[src/rtl/product_bcd_converter_if.sv]
// Handshake and result bus between the multiplier front end and the BCD converter.
// The master drives the start request and product bytes; the slave returns the status and the decimal result.
interface product_bcd_converter_if #(
    parameter int WIDTH  = 16,
    parameter int DIGITS = 5
);
    logic                  start;
    logic [WIDTH/2-1:0]    aval;
    logic [WIDTH/2-1:0]    bval;
    logic                  busy;
    logic                  done;
    logic                  sign;
    logic [4*DIGITS-1:0]   bcd;
    logic [DIGITS-1:0]     blank;

    modport master (
        output start, aval, bval,
        input  busy, done, sign, bcd, blank
    );

    modport slave (
        input  start, aval, bval,
        output busy, done, sign, bcd, blank
    );
endinterface

[src/rtl/product_bcd_converter.sv]
// Converts the signed product {aval,bval} into sign, BCD digits and a leading-zero blank mask
// using one double-dabble shift per clock.
module product_bcd_converter #(
    parameter int WIDTH  = 16,
    parameter int DIGITS = 5
) (
    input  logic                    i_clk,
    input  logic                    i_rst,
    product_bcd_converter_if.slave  bus
);
    localparam int CW = $clog2(WIDTH);

    typedef enum logic [1:0] {
        ST_IDLE  = 2'd0,
        ST_SHIFT = 2'd1,
        ST_DONE  = 2'd2
    } state_t;

    state_t                r_state;
    state_t                w_state_next;
    logic [CW-1:0]         r_count;
    logic [WIDTH-1:0]      r_mag;
    logic [4*DIGITS-1:0]   r_scratch;
    logic                  r_neg;
    logic                  r_sign;
    logic [4*DIGITS-1:0]   r_bcd;
    logic [DIGITS-1:0]     r_blank;

    logic [WIDTH-1:0]      w_product;
    logic [WIDTH-1:0]      w_abs;
    logic                  w_last;
    logic [4*DIGITS-1:0]   w_adj;
    logic [4*DIGITS-1:0]   w_shifted;
    logic [DIGITS-1:0]     w_zero;
    logic [DIGITS-1:0]     w_blank;

    // The most negative product negates to itself, which reads correctly as unsigned 2**(WIDTH-1).
    assign w_product = {bus.aval, bus.bval};
    assign w_abs     = w_product[WIDTH-1] ? (~w_product + WIDTH'(1)) : w_product;
    assign w_last    = (r_count == CW'(WIDTH - 1));

    genvar gi;
    generate
        for (gi = 0; gi < DIGITS; gi++) begin : g_digit
            assign w_adj[4*gi +: 4] = (r_scratch[4*gi +: 4] >= 4'd5) ?
                                      (r_scratch[4*gi +: 4] + 4'd3) : r_scratch[4*gi +: 4];
        end
    endgenerate

    assign w_shifted = (w_adj << 1) | {{(4*DIGITS-1){1'b0}}, r_mag[WIDTH-1]};

    // Blank mask is derived from the post-shift value so it lands together with the final digits.
    generate
        for (gi = 0; gi < DIGITS; gi++) begin : g_blank
            assign w_zero[gi] = (w_shifted[4*gi +: 4] == 4'd0);
            if (gi == 0) begin : g_ones
                assign w_blank[gi] = 1'b0;
            end else if (gi == DIGITS - 1) begin : g_top
                assign w_blank[gi] = w_zero[gi];
            end else begin : g_mid
                assign w_blank[gi] = w_zero[gi] & w_blank[gi+1];
            end
        end
    endgenerate

    always_ff @(posedge i_clk or posedge i_rst) begin
        if (i_rst) begin
            r_state <= ST_IDLE;
        end else begin
            r_state <= w_state_next;
        end
    end

    always_comb begin
        w_state_next = r_state;
        case (r_state)
            ST_IDLE:  if (bus.start) w_state_next = ST_SHIFT;
            ST_SHIFT: if (w_last)    w_state_next = ST_DONE;
            ST_DONE:  w_state_next = ST_IDLE;
            default:  w_state_next = ST_IDLE;
        endcase
    end

    always_ff @(posedge i_clk or posedge i_rst) begin
        if (i_rst) begin
            r_count   <= '0;
            r_mag     <= '0;
            r_scratch <= '0;
            r_neg     <= 1'b0;
            r_sign    <= 1'b0;
            r_bcd     <= '0;
            r_blank   <= {{(DIGITS-1){1'b1}}, 1'b0};
        end else begin
            case (r_state)
                ST_IDLE: begin
                    if (bus.start) begin
                        r_mag     <= w_abs;
                        r_neg     <= w_product[WIDTH-1];
                        r_scratch <= '0;
                        r_count   <= '0;
                    end
                end
                ST_SHIFT: begin
                    r_scratch <= w_shifted;
                    r_mag     <= {r_mag[WIDTH-2:0], 1'b0};
                    r_count   <= r_count + CW'(1);
                    if (w_last) begin
                        r_sign  <= r_neg;
                        r_bcd   <= w_shifted;
                        r_blank <= w_blank;
                    end
                end
                default: begin
                end
            endcase
        end
    end

    assign bus.busy  = (r_state != ST_IDLE);
    assign bus.done  = (r_state == ST_DONE);
    assign bus.sign  = r_sign;
    assign bus.bcd   = r_bcd;
    assign bus.blank = r_blank;
endmodule
[src/flat_wrapper.sv]
// flat-port wrapper written by rule: the top's interface ports become plain ports
module product_bcd_converter_flat 
#(
    parameter int WIDTH  = 16,
    parameter int DIGITS = 5
)
  (i_clk, i_rst, bus_start, bus_aval, bus_bval, bus_busy, bus_done, bus_sign, bus_bcd, bus_blank);
  product_bcd_converter_if #(.WIDTH(WIDTH), .DIGITS(DIGITS)) bus_i ();
  input  logic i_clk;
  input  logic i_rst;
  input wire logic [$bits(bus_i.start)-1:0] bus_start;
  input wire logic [$bits(bus_i.aval)-1:0] bus_aval;
  input wire logic [$bits(bus_i.bval)-1:0] bus_bval;
  output wire logic [$bits(bus_i.busy)-1:0] bus_busy;
  output wire logic [$bits(bus_i.done)-1:0] bus_done;
  output wire logic [$bits(bus_i.sign)-1:0] bus_sign;
  output wire logic [$bits(bus_i.bcd)-1:0] bus_bcd;
  output wire logic [$bits(bus_i.blank)-1:0] bus_blank;
  assign bus_i.start = bus_start;
  assign bus_i.aval = bus_aval;
  assign bus_i.bval = bus_bval;
  assign bus_busy = bus_i.busy;
  assign bus_done = bus_i.done;
  assign bus_sign = bus_i.sign;
  assign bus_bcd = bus_i.bcd;
  assign bus_blank = bus_i.blank;
  product_bcd_converter #(.WIDTH(WIDTH), .DIGITS(DIGITS)) u_core (.i_clk(i_clk), .i_rst(i_rst), .bus(bus_i));
endmodule
[config.mk]
export PLATFORM = sky130hd
export DESIGN_NAME = product_bcd_converter_flat
export DESIGN_NICKNAME = d
export VERILOG_FILES = /design/src/rtl/product_bcd_converter_if.sv /design/src/rtl/product_bcd_converter.sv /design/src/flat_wrapper.sv
export SDC_FILE = /design/constraint.sdc
export NUM_CORES = 1
export LEC_CHECK = 0
export BUFFER_PORTS_ARGS = -buffer_cell sky130_fd_sc_hd__buf_2
export CORE_ASPECT_RATIO = 1.2
export CORE_UTILIZATION = 61
export DETAILED_ROUTE_END_ITERATION = 8
export GPL_TIMING_DRIVEN = 0
export MAX_ROUTING_LAYER = met4
export PLACE_DENSITY = 0.87
export SETUP_SLACK_MARGIN = 0.5
export SYNTH_ARGS = -nofsm -noshare
export SYNTH_HDL_FRONTEND = slang
export SYNTH_SLANG_ARGS = --single-unit
[constraint.sdc]
create_clock -name i_clk -period 2.96 [get_ports i_clk]
set_input_delay 0.296 -clock i_clk [delete_from_list [all_inputs] [get_ports i_clk]]
set_output_delay 0.296 -clock i_clk [all_outputs]
set_load 0.01 [all_outputs]
==> Word level (Yosys, flattened, before mapping) <==
Index checks and enable logic that the tools add are counted.
{ "classes": {"n_mux": 15, "n_lt_le_gt_ge": 5, "bitwise": 5, "add_sub_neg": 7, "n_reduce_logical": 11, "n_eq_ne": 5} }
{ "ops": {"columns": ["operator", "count"], "rows": [
  ["$pmux 20 s2", 1],
  ["$mux 16", 2],
  ["$pmux 16 s2", 1],
  ["$ge 4x3->1 const B", 5],
  ["$mux 20", 1],
  ["$mux 4", 5],
  ["$or 20x1->20", 1],
  ["$add 16x1->16 const B", 1],
  ["$add 4x2->4 const B", 4],
  ["$logic_not 4->1", 4],
  ["$not 16->16", 1],
  ["$pmux 4 s2", 1],
  ["$reduce_and 2->1", 4],
  ["$add 4x1->4 const B", 1],
  ["$eq 4x4->1 const B", 1],
  ["$mux 2", 2],
  ["$pmux 2 s2", 1],
  ["$reduce_bool 2->1", 2],
  ["$add 3x2->3 const B", 1],
  ["$and 1x1->1", 3],
  ["$mux 3", 1],
  ["$eq 2x1->1 const B", 1],
  ["$eq 2x2->1 const B", 1],
  ["$logic_not 2->1", 1],
  ["other kinds (2)", 2]
]} }
{ "totals": {"register_bits": 68, "out_inout_bits": 28, "elab_cells": 56, "in_bits": 19} }

==> Depth between registers and ports, before layout <==
{ "logic_depth": {"depth_word": 7, "mapped_depth": 7, "ltp_nobuf": 7} }

==> Worst setup path after synthesis <==
No wires, ideal clock.
{ "synth_timing": {"path_type": "input -> register", "startpoint": "input port bus_aval[0]", "endpoint": "register u_core.r_mag[13]", "cell_stages": 5, "arrival_ns": 1.954, "n_path_buf": 0, "t_required_ns": 2.880, "path_slack_ns": 0.926, "setup_ns": 0.080, "path_cell_list": "or4_1 or3_4 or3_4 mux2_4 o211ai_2"} }
{ "synth_between": {"elab_chain_len": 5} }
{ "synth_lines": {"columns": ["item", "line", "text"], "rows": [
  ["from (decl)", "flat_wrapper.sv:12", "input wire logic [$bits(bus_i.aval)-1:0] bus_aval;"],
  ["$not 16->16", "product_bcd_converter.sv:39", "assign w_abs = w_product[WIDTH-1] ? (~w_product + WIDTH'(1)) : w_product;"],
  ["$add 16x1->16", "product_bcd_converter.sv:39", null],
  ["$mux 16", "product_bcd_converter.sv:39", null],
  ["$mux 16", "product_bcd_converter.sv:96", "if (bus.start) begin"],
  ["$pmux 16 s2", "product_bcd_converter.sv:94", "case (r_state)"],
  ["to (signal assigned)", "product_bcd_converter.sv:97", "r_mag <= w_abs;"],
  ["to (signal assigned)", "product_bcd_converter.sv:105", "r_mag <= {r_mag[WIDTH-2:0], 1'b0};"],
  ["to (decl)", "product_bcd_converter.sv:22", "logic [WIDTH-1:0] r_mag;"]
]} }
Every way passes these cells. The select of a mux whose other input is x is not followed.
A chain may end at the register's enable or synchronous reset.

==> Worst setup path after layout <==
{ "layout_timing": {"startpoint": "register u_core.r_scratch[16]", "endpoint": "register u_core.r_blank[1], in the netlist u_core.bus.blank[1]"} }
{ "layout_between": {"elab_chain_len": 7, "elab_cells_between_ends": 8, "classes_between": "add/sub: 1; order compare: 1; mux: 1; bitwise: 4; reduce/logical: 1"} }
{ "layout_lines": {"columns": ["item", "line", "text"], "rows": [
  ["from (decl)", "product_bcd_converter.sv:23", "logic [4*DIGITS-1:0] r_scratch;"],
  ["from (signal assigned)", "product_bcd_converter.sv:104", "r_scratch <= w_shifted;"],
  ["$ge 4x3->1 or $add 3x2->3 (tied branches)", "product_bcd_converter.sv:45, product_bcd_converter.sv:46", null],
  ["$mux 3 (*)", "product_bcd_converter.sv:45", "assign w_adj[4*gi +: 4] = (r_scratch[4*gi +: 4] >= 4'd5) ?"],
  ["$or 20x1->20 (*)", "product_bcd_converter.sv:50", "assign w_shifted = (w_adj << 1) | {{(4*DIGITS-1){1'b0}}, r_mag[WIDTH-1]};"],
  ["$logic_not 4->1 (*)", "product_bcd_converter.sv:55", "assign w_zero[gi] = (w_shifted[4*gi +: 4] == 4'd0);"],
  ["$and 1x1->1 (*) (3 in a row)", "product_bcd_converter.sv:61", "assign w_blank[gi] = w_zero[gi] & w_blank[gi+1];"],
  ["to (signal assigned)", "product_bcd_converter.sv:92", "r_blank <= {{(DIGITS-1){1'b1}}, 1'b0};"],
  ["to (signal assigned)", "product_bcd_converter.sv:110", "r_blank <= w_blank;"],
  ["to (decl)", "product_bcd_converter.sv:27", "logic [DIGITS-1:0] r_blank;"]
]} }
Mark *: on every way between the ends. The rest lies on a longest branch, timed or not.

==> summary.md <==
| Metric | Value |
|---|---|
| Violated checks | design-rule violations |
| Synth cell types | 42 |
| Post-DP Area | 3820 um2 |
| Peak Freq | 0.444 GHz |
| I/O Pins | 47 |
| Layout Utilization | 74.4% |
| Final Skew | 9.89 ps |
| RD Place Congestion | 0.846 |
| CTS Hold Buffers Added | 0 |
| Finish-stage setup viols | 0 |
| Vias per cell | 5.97 |
| CTS tree | yes |
| Final HPWL DP | 5.72 mm |
| Layout cells sized above 1 | 18.2% |
| Syn Nets | 409 |
| Synthesized cell area | 3500 um2 |
| Worst Setup SP | u_core.r_scratch[16] |
| Max-Slew Margin vs Limit | 45.1% |
| XOR/XNOR Fraction of Synth Area | 3.76% |
| Iteration-0 DRC Markers | 262 |
| Total die area | 6040 um2 |
| CP max FO | 5 |
| Fillers | 397 |
| Max VDD drop | 505 uV |
| RSZ-0062 raised after global routing | no |
| Reg2Reg Setup Slack | 710 ps |
| Fin Setup TNS | 0 ps |
| Top Layer Used | met4 |
| Synthesized area per cell | 9.25 um2 |
| Met1 wire length | 3.10 mm |
| Register area share after synthesis | 48.8% |
| Reg2Reg Depth | 6 |
| ANT nets after route | 0 |
| Worst-path clk slew | 70 ps |
| DRC Markers | 5 |
| Number of global-route vias before repair | 2,939 |
| Pwr per Cell Area | 1020 nW/um2 |
| R2r endpoint | u_core.bus.blank[1] |
| Fin crit share | 76.1% |
| P_leak | 0.00187 uW |
| Root Driver | clkbuf_8 |
| Total gr overflow | 0 |
| First-pass GRT wire length | 13.4 mm |
| Final instance area | 4020 um2 |
| Count of pins over their slew limit | 0 |
| Vias | 2,998 |
| Largest net degree at the start of global routing | 43 |
| DR WL/cell | 15.6 um |
| Layout Nets | 466 |
| Initial antenna violation count | 0 |
| Adder-cell share of the synthesized area | 4.29% |
| Hold crit path type | input port to async pin |
| Crit path capture type | flip-flop |
| Complex-gate fraction of the synthesized area | 17.9% |
| Area grow syn2layout | 15.0% |
| WL met3 | 465 um |
| Number of max-cap violations | 0 |
| Critical Path End | u_core.bus.blank[1] |
| Tmin final | 2250 ps |
| Drt total wl | 7.81 mm |
| #FFs+latches synth | 68 |
| Num CTS Buffers | 9 |
| Antenna Cells | 0 |
| Mux share of post-synthesis cell area | 3.44% |
| Initial core utilization | 64.7% |
| Post-CTS Repair Setup Buffers | 0 |
| GRT Total Usage | 29.9% |
| Hold Fails Final Rpt | 0 |
| Total power | 4120 uW |
| Worst endpoint required time | 3220 ps |
| # rows | 29 |
| Slew @ Worst Pin | 820 ps |
| Simple-gate share of the synthesized area | 17.8% |
| Clk_lat worst skew | 350 ps |
| Routed met2 length | 4.01 mm |
| Run status | complete, but fails checks |
| Die Height | 84.9 um |
| Critical Path Start Type | flip-flop |
| Post-Syn Instances | 378 |
| WHS | 6.26 ps |
| Clock Tree Buf Depth | 2 |
| Die W | 71.1 um |
| PortBufs | 45 |
| Clock sinks | 68 |
| DR pass1 iterations | 8 |
| CP Class | flip-flop to flip-flop |
| Core area | 5410 um2 |
| Post-cts sizing count | 0 |
| Largest family of logic cells by synthesized area | compound AO/OA/AOI/OAI gates |
| Arrival @ worst endpoint | 2510 ps |
| H-tree depth | 3 |
| Crit Reg-Reg Startpoint | u_core.r_scratch[16] |
| YS warnings | 0 |
[report_power, final]
group	switching (uW)	internal [uW]	leakage, uW
clock network	342	429	0.000109
registers	297	1320	0.000848
logic	1030	698	0.000915
total	1670	2450	0.00187
[metal layers]
| metal | up-vias | GRT usage (%) |
|---|---|---|
| met5 | - | - |
| met4 | 0 | 13.8 |
| met3 | 22 | 7.24 |
| met2 | 95 | 50.7 |
| met1 | 1439 | 33.3 |
| li1 | 1442 | - |
[state kept, by name, indices dropped and copies added (netlist names)]
name and count:
u_core.bus.bcd 20, u_core.bus.blank 4, u_core.bus.sign 1, u_core.r_count 4
u_core.r_mag 16, u_core.r_neg 1, u_core.r_scratch 20, u_core.r_state 2
[logic make-up (layout without fill, tap and decap cells)]
| group | count (synthesis) | in the layout |
|---|---|---|
| AND/OR/NAND/NOR | 128 | 128 |
| AO/OA/AOI/OAI | 108 | 108 |
| flip-flops | 68 | 68 |
| buffers and inverters | 35 | 97 |
| XOR/XNOR | 15 | 15 |
| adder cells (fa/ha/maj) | 12 | 12 |
| multiplexers | 11 | 11 |
| other | 1 | 1 |
[through the flow]
stage / worst slack [ps] / std cells
floorplan: 926 / 378
CTS: 687 / 502
global placement: 238 / 485
detailed placement: 729 / 486
finish: 708 / 502
global route: 509 / 502
[synth_stat cells (all sizes together)]
library cell / number / area, um2
nand4: 2 / 12.5
nor4: 3 / 18.8
and2: 2 / 12.5
nor3: 5 / 25.0
o41ai: 1 / 8.76
o211ai: 4 / 35.0
dfrtp: 64 / 1600
nand2: 58 / 218
xor2: 8 / 70.1
dfstp: 4 / 105
xnor2: 7 / 61.3
a31oi: 1 / 6.26
or2: 1 / 6.26
nor2b: 5 / 31.3
and3: 1 / 6.26
a21o: 1 / 7.51
o2111a: 1 / 11.3
a2111oi: 2 / 17.5
or3b: 2 / 17.5
o21ai: 64 / 320
inv: 16 / 60.1
nand3: 21 / 105
mux2: 5 / 60.1
clkbuf: 16 / 60.1
a221o: 1 / 10.0
nor2: 11 / 41.3
o31ai: 4 / 30.0
a21boi: 1 / 7.51
or4: 1 / 7.51
nand2b: 6 / 37.5
conb: 1 / 3.75
nor3b: 7 / 52.6
buf: 3 / 15.0
mux2i: 6 / 60.1
or3: 3 / 30.0
a22oi: 13 / 97.6
a21oi: 15 / 75.1
ha: 12 / 150
[worst max-delay path: stages (launching register included)]
cell and delay, ps:
dfrtp_1 420, inv_1 100, ha_1 250, a2111oi_0 660, o2111a_1 340, nand4_1 170, o31ai_1 240
[cells in the final DEF, fill, tap and decap left out, types with 2 or more instances in the layout]
| cell | instances |
|---|---|
| buf_2 | 45 |
| ha_1 | 12 |
| nand4_1 | 2 |
| nor3b_1 | 7 |
| a21oi_1 | 15 |
| inv_1 | 15 |
| clkbuf_1 | 16 |
| or3b_2 | 2 |
| clkbuf_8 | 11 |
| o211ai_1 | 3 |
| xor2_1 | 8 |
| buf_1 | 2 |
| a22oi_1 | 13 |
| or3_4 | 2 |
| nand3_1 | 21 |
| mux2i_1 | 6 |
| clkinv_2 | 4 |
| nand2_1 | 58 |
| nor3_1 | 5 |
| mux2_2 | 4 |
| nand2b_1 | 6 |
| o31ai_1 | 4 |
| o21ai_0 | 64 |
| dfstp_2 | 4 |
| xnor2_1 | 7 |
| nor2b_1 | 5 |
| nor2_1 | 11 |
| a2111oi_0 | 2 |
| and2_1 | 2 |
| nor4_1 | 3 |
| dfrtp_1 | 64 |
[worst min path at each step]
stage | startpoint | end | slack, ps | cells after the start
after global placement | u_core.bus.blank[3] | u_core.bus.blank[3] | 450 | 2
after CTS | i_rst | u_core.bus.bcd[5] | 10 | 2
after detailed placement | i_rst | u_core.bus.bcd[7] | 390 | 2
after global routing | i_rst | u_core.bus.bcd[3] | 50 | 2
final | i_rst | u_core.bus.bcd[3] | 6 | 2
after floorplan | bus_aval[6] | u_core.r_mag[15] | 390 | 1
[area by class of cell]
class	instances	area, um2	area share [%]
sequential	68	1710	42.5
multi-input combinational	275	1650	41.1
timing repair buffer	46	245	6.10
clock buffer	11	151	3.77
tap	62	77.6	1.93
buffer	19	75.1	1.87
inverter	16	60.1	1.49
clock inverter	5	50.0	1.24
Power figures use the tool's default switching activity.
